--- src/rtl/serial_addsub_n.sv ---
// Bit-serial WIDTH-bit adder/subtractor (LSB first, one bit per clock).
// Latency: done pulses WIDTH edges after the edge that accepts start; next start is accepted WIDTH+2 edges later.
// Backpressure: start is honoured only in IDLE; pulses while busy or done are dropped.
module serial_addsub_n #(
    parameter int WIDTH = 8
) (
    input  logic             clock,
    input  logic             reset,
    input  logic             start,
    input  logic             sub,
    input  logic [WIDTH-1:0] DA,
    input  logic [WIDTH-1:0] DB,
    input  logic             Cin1,
    output logic             busy,
    output logic             done,
    output logic [WIDTH-1:0] Sum,
    output logic             Cout,
    output logic             Ovf
);

    localparam int CW = $clog2(WIDTH + 1);

    typedef enum logic [1:0] {
        S_IDLE  = 2'd0,
        S_SHIFT = 2'd1,
        S_DONE  = 2'd2
    } state_t;

    state_t           r_state;
    state_t           w_next;
    logic [WIDTH-1:0] r_a;
    logic [WIDTH-1:0] r_b;
    logic [WIDTH-1:0] r_sum;
    logic             r_carry;
    logic             r_cout;
    logic             r_ovf;
    logic [CW-1:0]    r_cnt;

    logic             w_accept;
    logic             w_last;
    logic             w_s;
    logic             w_carry_nx;

    // Only an idle block takes a new operation.
    assign w_accept   = (r_state == S_IDLE) && start;
    // Counter value WIDTH-1 means this edge consumes the MSB.
    assign w_last     = (r_state == S_SHIFT) && (r_cnt == CW'(WIDTH - 1));
    // One full-adder slice over the current LSBs.
    assign w_s        = r_a[0] ^ r_b[0] ^ r_carry;
    assign w_carry_nx = (r_a[0] & r_b[0]) | (r_a[0] & r_carry) | (r_b[0] & r_carry);

    assign Sum  = r_sum;
    assign Cout = r_cout;
    assign Ovf  = r_ovf;

    // State register.
    always_ff @(posedge clock or posedge reset) begin
        if (reset) begin
            r_state <= S_IDLE;
        end else begin
            r_state <= w_next;
        end
    end

    // Next-state decode; busy/done follow the state directly.
    always_comb begin
        w_next = r_state;
        busy   = 1'b0;
        done   = 1'b0;
        case (r_state)
            S_IDLE: begin
                if (start) begin
                    w_next = S_SHIFT;
                end
            end
            S_SHIFT: begin
                busy = 1'b1;
                if (w_last) begin
                    w_next = S_DONE;
                end
            end
            S_DONE: begin
                done   = 1'b1;
                w_next = S_IDLE;
            end
            default: begin
                w_next = S_IDLE;
            end
        endcase
    end

    // Operand load on accept, then one serial bit per edge while shifting.
    // Subtract is A + ~B + 1, so the stored carry seeds the +1.
    always_ff @(posedge clock or posedge reset) begin
        if (reset) begin
            r_a     <= '0;
            r_b     <= '0;
            r_sum   <= '0;
            r_carry <= 1'b0;
            r_cnt   <= '0;
            r_cout  <= 1'b0;
            r_ovf   <= 1'b0;
        end else if (w_accept) begin
            r_a     <= DA;
            r_b     <= sub ? ~DB : DB;
            r_carry <= sub ? 1'b1 : Cin1;
            r_cnt   <= '0;
            r_sum   <= '0;
        end else if (r_state == S_SHIFT) begin
            r_a     <= r_a >> 1;
            r_b     <= r_b >> 1;
            r_carry <= w_carry_nx;
            r_sum   <= {w_s, r_sum[WIDTH-1:1]};
            r_cnt   <= r_cnt + CW'(1);
            if (w_last) begin
                // Signed overflow: carry into the MSB differs from carry out of it.
                r_cout <= w_carry_nx;
                r_ovf  <= r_carry ^ w_carry_nx;
            end
        end
    end

endmodule

--- config.mk ---
export PLATFORM = sky130hd
export DESIGN_NAME = serial_addsub_n
export DESIGN_NICKNAME = d
export VERILOG_FILES = /design/src/rtl/serial_addsub_n.sv
export SDC_FILE = /design/constraint.sdc
export NUM_CORES = 1
export LEC_CHECK = 0
export BUFFER_PORTS_ARGS = -buffer_cell sky130_fd_sc_hd__buf_2
export CAP_MARGIN = 20
export CORE_UTILIZATION = 56
export CTS_CLUSTER_DIAMETER = 30
export DETAILED_ROUTE_END_ITERATION = 16
export GPL_ROUTABILITY_DRIVEN = 0
export PLACE_DENSITY = 0.88
export SLEW_MARGIN = 40
export SYNTH_ARGS = -nofsm -noshare
export SYNTH_HDL_FRONTEND = slang
export SYNTH_SLANG_ARGS = --single-unit
--- constraint.sdc ---
create_clock -name clock -period 3.98 [get_ports clock]
set_input_delay 0.796 -clock clock [delete_from_list [all_inputs] [get_ports clock]]
set_output_delay 0.796 -clock clock [all_outputs]
set_load 0.005 [all_outputs]
[Word level (Yosys, flattened, before mapping)]
Index checks and enable logic that the tools add are counted.
Operators by class
  $add $sub $neg: 1
  eq/ne operators: 5
  muxes and demuxes: 17
  bitwise gates (word level): 10
  reduce and logical (&&, ||, !) cells: 6
Operators with widths (count)
  8-bit 2-to-1 mux: 7
  4-bit 2-to-1 mux: 2
  8-bit NOT: 1
  1-bit 2-to-1 mux: 5
  4-bit by 1-bit adder with 4-bit output (second input constant): 1
  4-bit by 3-bit == test with 1-bit output (second input constant): 1
  2-bit 2-to-1 mux: 2
  2-bit inequality test (second input constant): 2
  2-bit one-hot mux with 2 select lines: 1
  1-bit bitwise AND: 3
  3-bit AND reduction: 1
  1-bit XOR: 3
  2-bit by 1-bit == test with 1-bit output (second input constant): 1
  2-bit == test (second input constant): 1
  1-bit logical AND: 2
  2-bit logical NOT: 1
  1-bit bitwise OR: 2
  2-bit AND reduction: 1
  2-bit nonzero test: 1
  1-bit NOT: 1
Word-level totals
  register bits after elaboration: 33
  input bits: 21
  output and inout port bits: 12

[Longest topological paths before layout]
Gate-level depths: netlist of run 1.
  depth in word-level cells: 5
  depth in mapped cells: 5
  mapped depth without buffers: 4

[Worst setup path after synthesis of run 1]
No wires, ideal clock.
  kind: register to output
  start: register r_state[1]
  end: output busy
  data arrival time: 899 ps
  data required time: 3184 ps
  slack: 2285 ps
  stages on the path, launching flop included: 4
  buffers on the path: 1
  cells stage by stage: dfrtp_1 nand2b_2 clkinv_1 buf_2
Between the ends
  word-level cells in the longest chain between the ends: 2
Ends and longest elaborated chain
  start, declared: line 29  | state_t r_state;
  start signal, assigned: line 61  | r_state <= w_next;
  2-bit by 1-bit == test with 1-bit output: line 70  | case (r_state)
  1-bit 2-to-1 mux: line 70
  end, declared: line 14  | output logic busy,
No other way between the ends.

[Final worst setup path of run 1]
Ends and elaborated chain as after synthesis.

==> results of run 1 <==
==> metrics by stage <==
| stage | cell area, um^2 | hold slack (ps) | utilization | cells |
|---|---|---|---|---|
| 4_1_cts | 1800 | 506 | 0.702 | 222 |
| 2_1_floorplan | 1580 | 451 | - | 161 |
| 6_report | 1800 | 502 | 0.702 | 222 |
| 5_1_grt | 1800 | 522 | 0.702 | 222 |
| 3_5_place_dp | 1720 | 482 | 0.669 | 214 |
| 3_3_place_gp | 1720 | 471 | 0.669 | 214 |
==> kinds of logic after synthesis <==
kind of cell / count (synthesis)
AO/OA/AOI/OAI: 29
XOR/XNOR: 9
adder cells (fa/ha/maj): 2
buffers and inverters: 17
flip-flops: 33
multiplexers: 4
AND/OR/NAND/NOR: 67
==> worst min-delay path: stages (launching register included) <==
cell	delay, ps
sky130_fd_sc_hd__dfrtp_1	360
sky130_fd_sc_hd__nand2_1	50
sky130_fd_sc_hd__o21ai_0	70
==> synth_stat cells <==
cell | number | area share
sky130_fd_sc_hd__nand2_1 | 40 | 0.095
sky130_fd_sc_hd__dfrtp_1 | 33 | 0.52
sky130_fd_sc_hd__nand3_1 | 10 | 0.032
sky130_fd_sc_hd__a22oi_1 | 8 | 0.038
sky130_fd_sc_hd__o21ai_0 | 8 | 0.025
sky130_fd_sc_hd__nor2_1 | 7 | 0.017
sky130_fd_sc_hd__xor2_1 | 7 | 0.039
sky130_fd_sc_hd__a31oi_1 | 6 | 0.024
sky130_fd_sc_hd__inv_1 | 6 | 0.014
sky130_fd_sc_hd__buf_2 | 4 | 0.013
sky130_fd_sc_hd__buf_6 | 3 | 0.021
sky130_fd_sc_hd__clkbuf_1 | 3 | 0.0071
sky130_fd_sc_hd__mux2i_1 | 3 | 0.019
sky130_fd_sc_hd__nor2b_1 | 2 | 0.0079
sky130_fd_sc_hd__xnor2_1 | 2 | 0.011
sky130_fd_sc_hd__a221o_1 | 1 | 0.0063
sky130_fd_sc_hd__a22o_1 | 1 | 0.0056
sky130_fd_sc_hd__and3b_1 | 1 | 0.0056
sky130_fd_sc_hd__clkinv_1 | 1 | 0.0024
sky130_fd_sc_hd__fa_1 | 1 | 0.013
sky130_fd_sc_hd__ha_1 | 1 | 0.0079
sky130_fd_sc_hd__mux2_2 | 1 | 0.0071
sky130_fd_sc_hd__nand2b_1 | 1 | 0.0040
sky130_fd_sc_hd__nand2b_2 | 1 | 0.0056
sky130_fd_sc_hd__nand3_2 | 1 | 0.0063
sky130_fd_sc_hd__nand4_1 | 1 | 0.0040
sky130_fd_sc_hd__nor3_4 | 1 | 0.010
sky130_fd_sc_hd__nor3b_1 | 1 | 0.0048
sky130_fd_sc_hd__o21ai_1 | 1 | 0.0032
sky130_fd_sc_hd__o21ai_2 | 1 | 0.0056
sky130_fd_sc_hd__o21bai_2 | 1 | 0.0071
sky130_fd_sc_hd__o22a_1 | 1 | 0.0056
sky130_fd_sc_hd__o22ai_1 | 1 | 0.0040
sky130_fd_sc_hd__or3b_1 | 1 | 0.0056
==> sequential cells by signal (all words and copies together) (netlist names) <==
register,count
r_b,8
Sum,8
r_a,8
r_carry,1
Ovf,1
r_cnt,4
r_state,2
Cout,1
==> layer usage <==
metal,vias up,share of wire,global-route usage
met2,37,0.49,0.426
met4,0,0.025,0.138
met5,-,0,0
li1,606,-,-
met1,612,0.43,0.243
met3,6,0.054,0.0874
==> final cells by class <==
type | instances | area share
Clock buffer | 7 | 0.0305
Clock inverter | 1 | 0.0167
Inverter | 7 | 0.0146
Multi-Input combinational cell | 111 | 0.366
Sequential cell | 33 | 0.458
Tap cell | 30 | 0.0208
Timing Repair Buffer | 33 | 0.0930
==> worst min path at each step <==
stage	from	endpoint	slack (ps)	depth (start not counted)
after CTS	r_a[5]$_DFFE_PP0P_	r_a[5]$_DFFE_PP0P_	510	2
after global placement	r_a[2]$_DFFE_PP0P_	r_a[2]$_DFFE_PP0P_	470	2
after floorplan	r_a[1]$_DFFE_PP0P_	r_a[1]$_DFFE_PP0P_	450	2
after detailed placement	r_a[1]$_DFFE_PP0P_	r_a[1]$_DFFE_PP0P_	480	2
after global routing	r_a[1]$_DFFE_PP0P_	r_a[1]$_DFFE_PP0P_	520	2
final	r_a[1]$_DFFE_PP0P_	r_a[1]$_DFFE_PP0P_	500	2
==> report_power, final <==
group,switching (mW),internal (mW)
combinational,0.275,0.213
sequential,0.119,0.485
clock,0.112,0.150
total,0.506,0.848
==> impl_summary.md, run 1 <==
Outcome
The run finished with clean final reports.

Worst setup path
Setup slack on the worst reg-to-reg path comes out at about 1900 ps. The largest individual stage delay along the critical path comes from the cell sky130_fd_sc_hd__dfrtp_1. The worst register-to-register path begins at r_state[1]$_DFFE_PP0P_.

The length in cells of the worst reg-to-reg path is 4. Counting both buffers and inverters, the worst setup path holds a total of 2. STA classifies the critical path endpoint as an output port. The signal on the critical path passes through nand2b_2, clkinv_1, buf_2.

For this run, the slowest stage of the critical path takes about 580 ps. The maximum fanout along the worst path is 21. The critical path starts at r_state[1]$_DFFE_PP0P_. The data arrival at the endpoint of the critical path is between 2000 and 2500 ps. The endpoint identified for the worst register-to-register timing path is r_cnt[3]$_DFFE_PP0P_. The worst path required time is 3180 ps. The number of logic stages on the critical path including buffering is 3. The dominant delay contributor by cell family on the critical path is buffers and inverters. STA classifies the critical path startpoint as a flop. The timing endpoint of the critical path is busy. The worst setup path is of the flop to output port kind.

Layout
The register area is between 800 and 900 um^2. The area of the multi-input gates is ~660 um^2. After filler insertion, the fill cell instance count of the layout stands at slightly above 200. The leading cell type in the layout, fill and taps excluded is sky130_fd_sc_hd__nand2_1.

The count of antenna diodes in the layout is 0. In the layout the commonest cells are sky130_fd_sc_hd__nand2_1, sky130_fd_sc_hd__dfrtp_1, sky130_fd_sc_hd__buf_2. Relative to the synthesized area, the layout overhead comes to 14.3%. The net total in the final layout is between 200 and 250. Of the cells placed in the final design, the portion with a size suffix greater than 1 is 0.245.

Floorplanning
The floorplan step set the die width to between 50 and 60 um. The area inside the core boundary is about 2600 um^2. The die covers 3030 um^2. The floorplan row count is 18. For this design the top-level I/O count stands at 33. The chip height is around 55 um. The initial utilization of the core area, before any placement, comes to 0.615.

Timing
The remaining max-slew budget at the tightest pin is 0.633. The post-route setup TNS is 0 ps. In the finished design, the share of the clock period the worst path needs comes to 0.744. The worst clock skew on the final layout is about 7.0 ps. The slew of the pin with the lowest slew margin is 550 ps. The number of setup violations in the final report is 0.

The achievable frequency is around 340 MHz. The number of max-slew violations in the final report came to 0. Setup repair after global routing left no endpoint under its margin. The final critical-path required period is a little under 3000 ps. In the post-route analysis, the smallest setup slack over all paths is 1020 ps. The number of endpoints with negative hold slack in the final report is 0.

Worst hold path
In this run the worst hold path is classified as flop to flop.

Job
Max-cap violations in this run came to 0.

Clock tree
Hold repair after CTS inserted 0 buffers. The total clock buffers created by CTS is 5. After clock tree synthesis, the repair step resized 0 gates. After clock tree synthesis, the clock-pin slew on the worst setup and hold paths is ~100 ps. The largest buffer count on any clock path is 2. Buffers added to address setup during post-CTS repair amount to 0. The maximum level of the CTS H-tree is 2. The later pin in the worst-skew pair is clocked with a latency of about 340 ps.

The root buffer cell chosen for the clock tree is sky130_fd_sc_hd__clkbuf_4. Counting every sink on the clock net gives 33. The clock tree from TritonCTS is done.

Placement
After legalization and detailed placement, the total HPWL measured 2.08 mm. The worst slack after detailed placement is roughly 1400 ps. Buffers placed on the I/O ports in this run total 32.

Route
In the routed layout, each cell is associated on average with a via count of about 5.7. After the first detailed-routing iteration, the DRC count stood at 30. The final layout contains routed wiring with a total length of between 3 and 4 mm.

For this run, design rule violations remaining after detail routing come to 0. The first-pass detailed-route iteration total is 4. Once detail routing completed, the nets flagged for antenna violations numbered 0.

In the final routed layout, each cell accounts on average for ~14 um. The final route contains 1261 vias.

Synth
The post-synthesis cell area is between 1500 and 2000 um^2. By area, the combinational part of the netlist is dominated by simple AND/OR/NAND/NOR gates. In this run, synthesis produced a sequential element count of 33. The xor/xnor share of the synthesized area is 0.0500.

Synthesis produced 161 cells. The total nets after synthesis is between 150 and 200. The number of warning messages in the yosys log is 0. Of the total synthesized cell area, the portion taken by AND, OR, NAND and NOR gates is 0.197. For this run, the register share of the synthesized area comes to 0.523. A synthesized cell averages just under 10 um^2.

The fraction of the mapped netlist area in adder cells is 0.0206. The area fraction in compound gates after synthesis is 0.125. Of the post-synthesis cell area, the part taken by muxes is 0.0262. Counting distinct cell types in the post-synthesis netlist gives 34.

GRT
The number of global-route vias before repair is between 1000 and 1500. Entering global routing, the biggest net connects 34 pins. Across every metal layer, demand over resource in global routing totals 0.241. The first global-routing pass estimated roughly 4.9 mm of wire.

The number of antenna violations at the first check in global routing came to 0. For this run the aggregate overflow at the end of global routing stands at 0.

Power
The power per standard cell area is 751 nW/um^2. The total design power is around 1.4 mW. The worst supply voltage drop on vdd is around 0.00052 V.

The analysis attributes to cell leakage a power of between 0.8 and 0.9 nW.
(Power assumes the default switching activity.)
==> run 2, diff against run 1 <==
--- a/config.mk
+++ b/config.mk
@@ -7,11 +7,11 @@
 export LEC_CHECK = 0
 export BUFFER_PORTS_ARGS = -buffer_cell sky130_fd_sc_hd__buf_2
 export CAP_MARGIN = 20
-export CORE_UTILIZATION = 56
+export CORE_UTILIZATION = 53
 export CTS_CLUSTER_DIAMETER = 30
 export DETAILED_ROUTE_END_ITERATION = 16
 export GPL_ROUTABILITY_DRIVEN = 0
-export PLACE_DENSITY = 0.88
+export PLACE_DENSITY = 0.85
 export SLEW_MARGIN = 40
 export SYNTH_ARGS = -nofsm -noshare
 export SYNTH_HDL_FRONTEND = slang
==> constraint.sdc (replaced) <==
create_clock -name clock -period 2.9 [get_ports clock]
set_input_delay 0.58 -clock clock [delete_from_list [all_inputs] [get_ports clock]]
set_output_delay 0.58 -clock clock [all_outputs]
set_load 0.005 [all_outputs]
==> run 2 against run 1 <==
Compared with the run above: routed wire length grew 0.26%; via count grew 0.40%; register-to-register slack lost 850 ps; clock power grew 12%; clock skew grew 2.4 ps; critical path type unchanged; sequential power grew 37%; worst setup slack lost 400 ps; sequential cell count is the same; die area grew 5.4%; non-clock buffer count grew 1; combinational power grew 40%; critical path depth is the same.
==> impl_summary.md, run 2 (synthesized netlist as in run 1, its figures left out) <==
Worst setup path
The worst path required time was 2320 ps (-860 ps). STA classifies the critical path endpoint as an output port. The length in cells of the worst reg-to-reg path is 3 (-1). The startpoint of the worst setup timing path is r_state[1]$_DFFE_PP0P_. The type of the setup path with the least slack is flop to output port. The maximum fanout along the worst path is 21 (unchanged). The worst setup path is launched from a flop. The critical register-to-register path endpoint is Ovf$_DFFE_PP0P_. The startpoint of the worst register-to-register path is r_state[0]$_DFFE_PP0P_. The setup slack on the worst flop-to-flop path came to 1030 ps (-850 ps). The data arrival at the endpoint of the critical path is 1710 ps (-460 ps).

Power
The fraction of power consumed by sequential logic is 0.459 (+0.013). The switching share of power is 0.387 (+0.0126). The switching component of the power is 0.697 mW (+38%). The combinational power share is 0.377 (+0.016). The power per standard cell area came to 1000 nW/um^2 (+34%).

The internal power was 1.11 mW (+31%). The leakage component of the power is 0.898 nW (about the same). The proportion of power drawn by the clock network is 0.163 (-0.031). The worst supply voltage drop on vdd was 0.000736 V (+41%). The total design power is 1.80 mW (+33%).

Layout
The area of the multi-input gates is 661 um^2 (unchanged). The cell area after layout is 1800 um^2 (-0.35%). Compared with the post-synthesis result, the final layout area differs by 13.9%. The count of antenna diodes in the layout is 0 (unchanged).

The library cell used most frequently in the layout, excluding fill and tap cells, is sky130_fd_sc_hd__nand2_1. The net total in the final layout was 215 (+0.47%). In the layout the commonest cells are sky130_fd_sc_hd__nand2_1, sky130_fd_sc_hd__dfrtp_1, sky130_fd_sc_hd__buf_2.

The register area was 826 um^2 (unchanged). The fraction of layout instances using a drive strength above 1 was 0.254 (+0.00909). The number of fill cells in the layout came to 245 (+18%).

Placement
The worst slack after detailed placement is 1000 ps (-422 ps). The HPWL reported at the end of detailed placement is 2.05 mm (-1.1%). The instance area after placement is 1730 um^2 (+0.51%).

The number of I/O port buffers is 32 (unchanged).

Timing
The final-layout worst hold slack is 314 ps (-188 ps). The post-route clock period utilization is 0.788. Setup repair after global routing left no endpoint under its margin.

The post-route setup TNS is 0 ps (unchanged). The slew of the pin with the lowest slew margin is 561 ps (+11.7 ps). The number of max-slew violations in the final report is 0 (unchanged).

The remaining max-slew budget at the tightest pin is 0.625 (-0.00783). The number of setup violations in the final report is 0 (unchanged). The achievable frequency is 438 MHz.

The final worst setup slack is 615 ps (-404 ps). The number of endpoints with negative hold slack in the final report was 0 (unchanged). The final critical-path required period is 2290 ps. The worst clock skew on the final layout is 9.44 ps (+2.39 ps).

Clock tree
The total clock sinks is 33 (unchanged). The quantity of gates resized following cts is 0 (unchanged). The post-CTS setup-driven buffer insertion count is 0 (unchanged). The total clock buffers created by CTS is 5 (unchanged).

The largest buffer count on any clock path is 2 (unchanged). The clock-pin slew of the registers on the worst-case setup and hold paths is 110 ps (about the same). The maximum level of the CTS H-tree was 2 (unchanged).

Clock tree synthesis selected as its root buffer the cell sky130_fd_sc_hd__clkbuf_4. The hold buffer count at cts is 0 (unchanged). TritonCTS built the clock tree.

The clock latency reported for the late side of the worst-skew pair is 330 ps (about the same).

GRT
The global-route usage over all layers is 0.217 (-0.0243). The maximum number of pins on one net before global-route repair is 34 (unchanged). The number of global-route vias before repair is 1252 (+7.7%). The overall overflow remaining after global route is 0 (unchanged).

The number of antenna violations at the first check in global routing is 0 (unchanged). The first-pass GRT wire length came to 5.33 mm (+9.7%).

Route
The wire length per cell came to 13.6 um (-0.63%). The final routed DRC violation total was 0 (unchanged). The post-detailed-route via-to-cell ratio is 5.65 (-0.50%). The via count is 1266 (+0.40%). The iteration-0 DRC count of the detailed router is 49 (+63%).

The wire length reported by the detailed router was 3.04 mm (+0.26%). The first-pass detailed-route iteration total is 4 (unchanged). The remaining number of nets flagged by the antenna check after routing was 0 (unchanged).

Floorplanning
The width of the die is 56.6 um (+2.7%). The full die area is 3200 um^2 (+5.4%). The number of top-level pins is 33 (unchanged). The starting utilization of the core area was 0.567 (-0.0473).

The chip height is 56.6 um (+2.7%). The floorplan row count was 19 (+1). The area inside the core boundary is 2780 um^2 (+8.3%).

Outcome
The flow ran to the end, and the final reports show no timing, DRC or antenna violations.

Worst hold path
The worst hold path belongs to the class input port to async pin.

Job
The reported max-cap violation count is 0 (unchanged).
-- run 2: routing by layer --
layer,vias to the layer above,track usage,wire length [um]
li1,605,-,-
met1,623,0.268,1390
met2,33,0.355,1470
met3,5,0.0507,140
met4,0,0.111,43
met5,-,0,0
-- run 2: per-stage QoR --
step                std cells   util
floorplan                 161      -
global placement          216  0.621
detailed placement        216  0.621
CTS                       224  0.646
global route              224  0.646
finish                    224  0.646
-- run 2: area by class of cell --
cell class                 instances  share of cell area
inverter                           7              0.0146
timing repair buffer              34              0.0975
multi-input combinational        111               0.368
clock buffer                       7              0.0362
sequential                        33               0.460
clock inverter                     1             0.00279
tap                               31              0.0216
-- run 2: how the worst max path moves through the flow --
stage	end	cells past startpoint
after floorplan	busy	3
after global placement	busy	3
after detailed placement	busy	3
after CTS	busy	3
after global routing	busy	3
final	busy	3
-- run 2: power groups by stage --
stage / clock (mW) / combinational [mW] / sequential [mW]
6_report: 0.294 / 0.681 / 0.829
5_1_grt: 0.320 / 0.775 / 0.861
3_3_place_gp: 0 / 0.646 / 0.823
4_1_cts: 0.301 / 0.688 / 0.830
3_5_place_dp: 0 / 0.680 / 0.837
2_1_floorplan: 0 / 0.531 / 0.792
-- run 2: critical path: stages (launching register included) --
cell and delay, ps:
sky130_fd_sc_hd__dfrtp_1 590, sky130_fd_sc_hd__nand2b_2 480, sky130_fd_sc_hd__clkinv_1 150, sky130_fd_sc_hd__buf_2 150
==> run 3, diff against run 2 <==
--- a/config.mk
+++ b/config.mk
@@ -7,11 +7,11 @@
 export LEC_CHECK = 0
 export BUFFER_PORTS_ARGS = -buffer_cell sky130_fd_sc_hd__buf_2
 export CAP_MARGIN = 20
-export CORE_UTILIZATION = 53
+export CORE_UTILIZATION = 48
 export CTS_CLUSTER_DIAMETER = 30
 export DETAILED_ROUTE_END_ITERATION = 16
 export GPL_ROUTABILITY_DRIVEN = 0
-export PLACE_DENSITY = 0.85
+export PLACE_DENSITY = 0.81
 export SLEW_MARGIN = 40
 export SYNTH_ARGS = -nofsm -noshare
 export SYNTH_HDL_FRONTEND = slang
==> constraint.sdc (replaced) <==
create_clock -name clock -period 2.1 [get_ports clock]
set_input_delay 0.42 -clock clock [delete_from_list [all_inputs] [get_ports clock]]
set_output_delay 0.42 -clock clock [all_outputs]
set_load 0.005 [all_outputs]
==> run 3 against run 2 <==
Compared with the run above: non-clock buffer count rose by 3; design area increased by 3.0%; final cell count rose by 7.1%; global-route usage down 1.8 points; register-to-register slack got worse by 530 ps; clock skew fell by 1.4 ps; combinational power up 43%; critical path type unchanged; sequential power increased by 35%; worst setup slack worse by 370 ps; largest cell class unchanged; first-iteration DRC count increased by 12%; total power is 45% higher; hold slack got worse by 160 ps.
==> impl_summary.md, run 3 (synthesized netlist as in run 1, its figures left out) <==
Worst setup path
The length in cells of the worst reg-to-reg path was 3 (unchanged). The timing endpoint of the critical path is busy. The data arrival at the endpoint of the critical path is 1440 ps (-270 ps). The setup slack on the worst flop-to-flop path is 500 ps (-530 ps). Traced cell by cell, the critical path runs through nand2b_2, clkinv_1, buf_2. The peak per-stage delay on the critical path is 490 ps (-100 ps).

The worst path required time is 1680 ps (-640 ps). The maximum fanout along the worst path is 10 (-52%). The critical register-to-register path endpoint is r_b[5]$_DFFE_PP0P_. The kind of start point of the critical path is a flop. The element type at the critical path end is an output port. The startpoint identified for the worst register-to-register timing path is r_state[0]$_DFFE_PP0P_. The type of the setup path with the least slack is flop to output port. The startpoint of the worst setup timing path is r_state[0]$_DFFE_PP0P_. The master of the slowest instance on the critical path is sky130_fd_sc_hd__dfrtp_1.

Timing
The remaining max-slew budget at the tightest pin is 0.651 (+0.0261). The final-layout worst hold slack is 152 ps (-161 ps). The final worst setup slack is 244 ps (-371 ps). The post-route setup TNS is 0 ps (unchanged).

The slew of the pin with the lowest slew margin was 522 ps (-39.0 ps). The final critical-path required period is approximately 1900 ps. The number of max-slew violations in the final report is 0 (unchanged).

The number of endpoints with negative hold slack in the final report was 0 (unchanged). The post-route clock period utilization is 0.884. The worst clock skew on the final layout is 8.07 ps (-1.37 ps). Setup repair after global routing left no endpoint under its margin. Derived from the worst setup path, the maximum achievable clock frequency is between 500 and 600 MHz.

The number of setup violations in the final report is 0 (unchanged).

Route
The first-pass detailed-route iteration total came to 4 (unchanged). The remaining number of nets flagged by the antenna check after routing is 0 (unchanged). The iteration-0 DRC count of the detailed router is 55 (+12%). The wire length per cell is 12.4 um (-8.8%). The wire length reported by the detailed router was 2.97 mm (-2.3%). The via count is 1224 (-3.3%). The final routed DRC violation total was 0 (unchanged). The post-detailed-route via-to-cell ratio came to 5.10 (-9.8%).

Power
The leakage component of the power is 0.918 nW (+2.1%). The combinational power share is 0.375 (-0.002). The proportion of power drawn by the clock network is 0.194 (+0.031). The fraction of power consumed by sequential logic is 0.431 (-0.028). The switching component of the power is 0.962 mW (+38%). The worst supply voltage drop on vdd is 0.000699 V (-5.1%). The power per standard cell area is 1410 nW/um^2 (+40%). The switching share of power is 0.369 (-0.0175). The internal power is 1.64 mW (+49%).

Placement
The worst slack after detailed placement is 403 ps (-599 ps). The HPWL reported at the end of detailed placement is 2.02 mm (-1.5%). The instance area after placement is 1770 um^2 (+2.2%). The cell count after placement is 232 (+7.4%). The number of I/O port buffers is 32 (unchanged).

GRT
The maximum number of pins on one net before global-route repair is 34 (unchanged). The number of antenna violations at the first check in global routing is 0 (unchanged). The first-pass GRT wire length is 5.15 mm (-3.4%). The met2 demand-to-capacity share in global routing is 0.300 (-0.0545).

The overall overflow remaining after global route came to 0 (unchanged). The global routing usage on met3 is 0.0480 (-0.00266). The number of global-route vias before repair is 1121 (-10%).

The most used routing layer in global routing is met2. The met1 global-route usage is 0.277 (+0.00921). The global-route usage over all layers is 0.200 (-0.0176).

Clock tree
The clock tree from TritonCTS is done. The post-CTS setup-driven buffer insertion count was 0 (unchanged). The maximum level of the CTS H-tree is 2 (unchanged). The total clock buffers created by CTS is 5 (unchanged).

The quantity of gates resized following cts came to 0 (unchanged). The root buffer cell chosen for the clock tree is sky130_fd_sc_hd__clkbuf_4. The clock latency reported for the late side of the worst-skew pair is 340 ps (about the same). The largest buffer count on any clock path was 2 (unchanged). The total clock sinks is 33 (unchanged).

The hold buffer count at cts is 0 (unchanged). The clock-pin slew of the registers on the worst-case setup and hold paths is 100 ps (about the same).

Layout
The number of fill cells in the layout was 271 (+11%). The area growth from synthesis to layout is 17.3%. The non-filler instance count after layout is 240 (+7.1%). The library cells used most frequently in the layout, excluding fill and tap cells, are sky130_fd_sc_hd__nand2_1, sky130_fd_sc_hd__dfrtp_1, sky130_fd_sc_hd__buf_2.

The count of antenna diodes in the layout is 0 (unchanged). The net total in the final layout is 218 (+1.4%). The cell area after layout is 1850 um^2 (+3.0%). The leading cell type in the layout, fill and taps excluded is sky130_fd_sc_hd__nand2_1. The fraction of layout instances using a drive strength above 1 is 0.260 (+0.00632).

Floorplanning
The floorplan row count came to 20 (+1). The full die area is 3520 um^2 (+10%). The number of top-level pins is 33 (unchanged). The chip height is 59.3 um (+4.9%). The area inside the core boundary came to 3080 um^2 (+11%). The starting utilization of the core area came to 0.513 (-0.0546). The width of the die came to 59.3 um (+4.9%).

Outcome
The run finished with clean final reports.

Job
The reported max-cap violation count is 0 (unchanged).

Worst hold path
The worst hold path belongs to the class input port to async pin.
==> run 3: changes by cell type in the layout (fill, tap and decap cells not counted) <==
cell / before / now
sky130_fd_sc_hd__buf_4: 2 / 5
sky130_fd_sc_hd__bufinv_16: 0 / 1
sky130_fd_sc_hd__clkbuf_1: 0 / 1
sky130_fd_sc_hd__clkbuf_8: 2 / 1
sky130_fd_sc_hd__clkinv_2: 1 / 0
==> run 3: per-stage QoR <==
step | utilization | power (mW)
after floorplan | - | 1.83
after global placement | 0.574 | 2.08
after detailed placement | 0.574 | 2.12
after CTS | 0.601 | 2.63
after global routing | 0.601 | 2.83
final | 0.601 | 2.61
==> run 3: worst min-delay path by stage <==
stage	end	cells after the start
global route	Sum[4]$_DFFE_PP0P_	3
CTS	Sum[0]$_DFFE_PP0P_	3
global placement	r_a[5]$_DFFE_PP0P_	2
floorplan	r_a[1]$_DFFE_PP0P_	2
finish	r_b[2]$_DFFE_PP0P_	3
detailed placement	r_a[1]$_DFFE_PP0P_	2
==> run 3: area by class of cell <==
type                    count  area (um^2)  area share
flip-flops and latches     33          826       0.446
repair buffers             37          198       0.107
clock buffers               7         55.1      0.0297
multi-input cells         111          661       0.357
inverters                   7         26.3      0.0142
clock inverters             1         30.0      0.0162
well taps                  44         55.1      0.0297
==> run 3: per-layer routing <==
metal	vias up	part of all wire
met4	0	0.010
met3	6	0.047
li1	610	-
met2	32	0.46
met5	-	0
met1	576	0.49
==> run 3: power by group through the flow <==
stage	logic, mW	clock network, mW	registers (mW)
2_1_floorplan	0.733	0	1.09
3_3_place_gp	0.950	0	1.13
3_5_place_dp	0.990	0	1.13
4_1_cts	0.990	0.513	1.12
5_1_grt	1.13	0.551	1.16
6_report	0.977	0.505	1.12
==> run 3: worst max-delay path: cells and delay by family (launching register included) <==
| family | cells | cell delay [ps] |
|---|---|---|
| flip-flops | 1 | 490 |
| buffers and inverters | 2 | 360 |
| AND/OR/NAND/NOR | 1 | 260 |
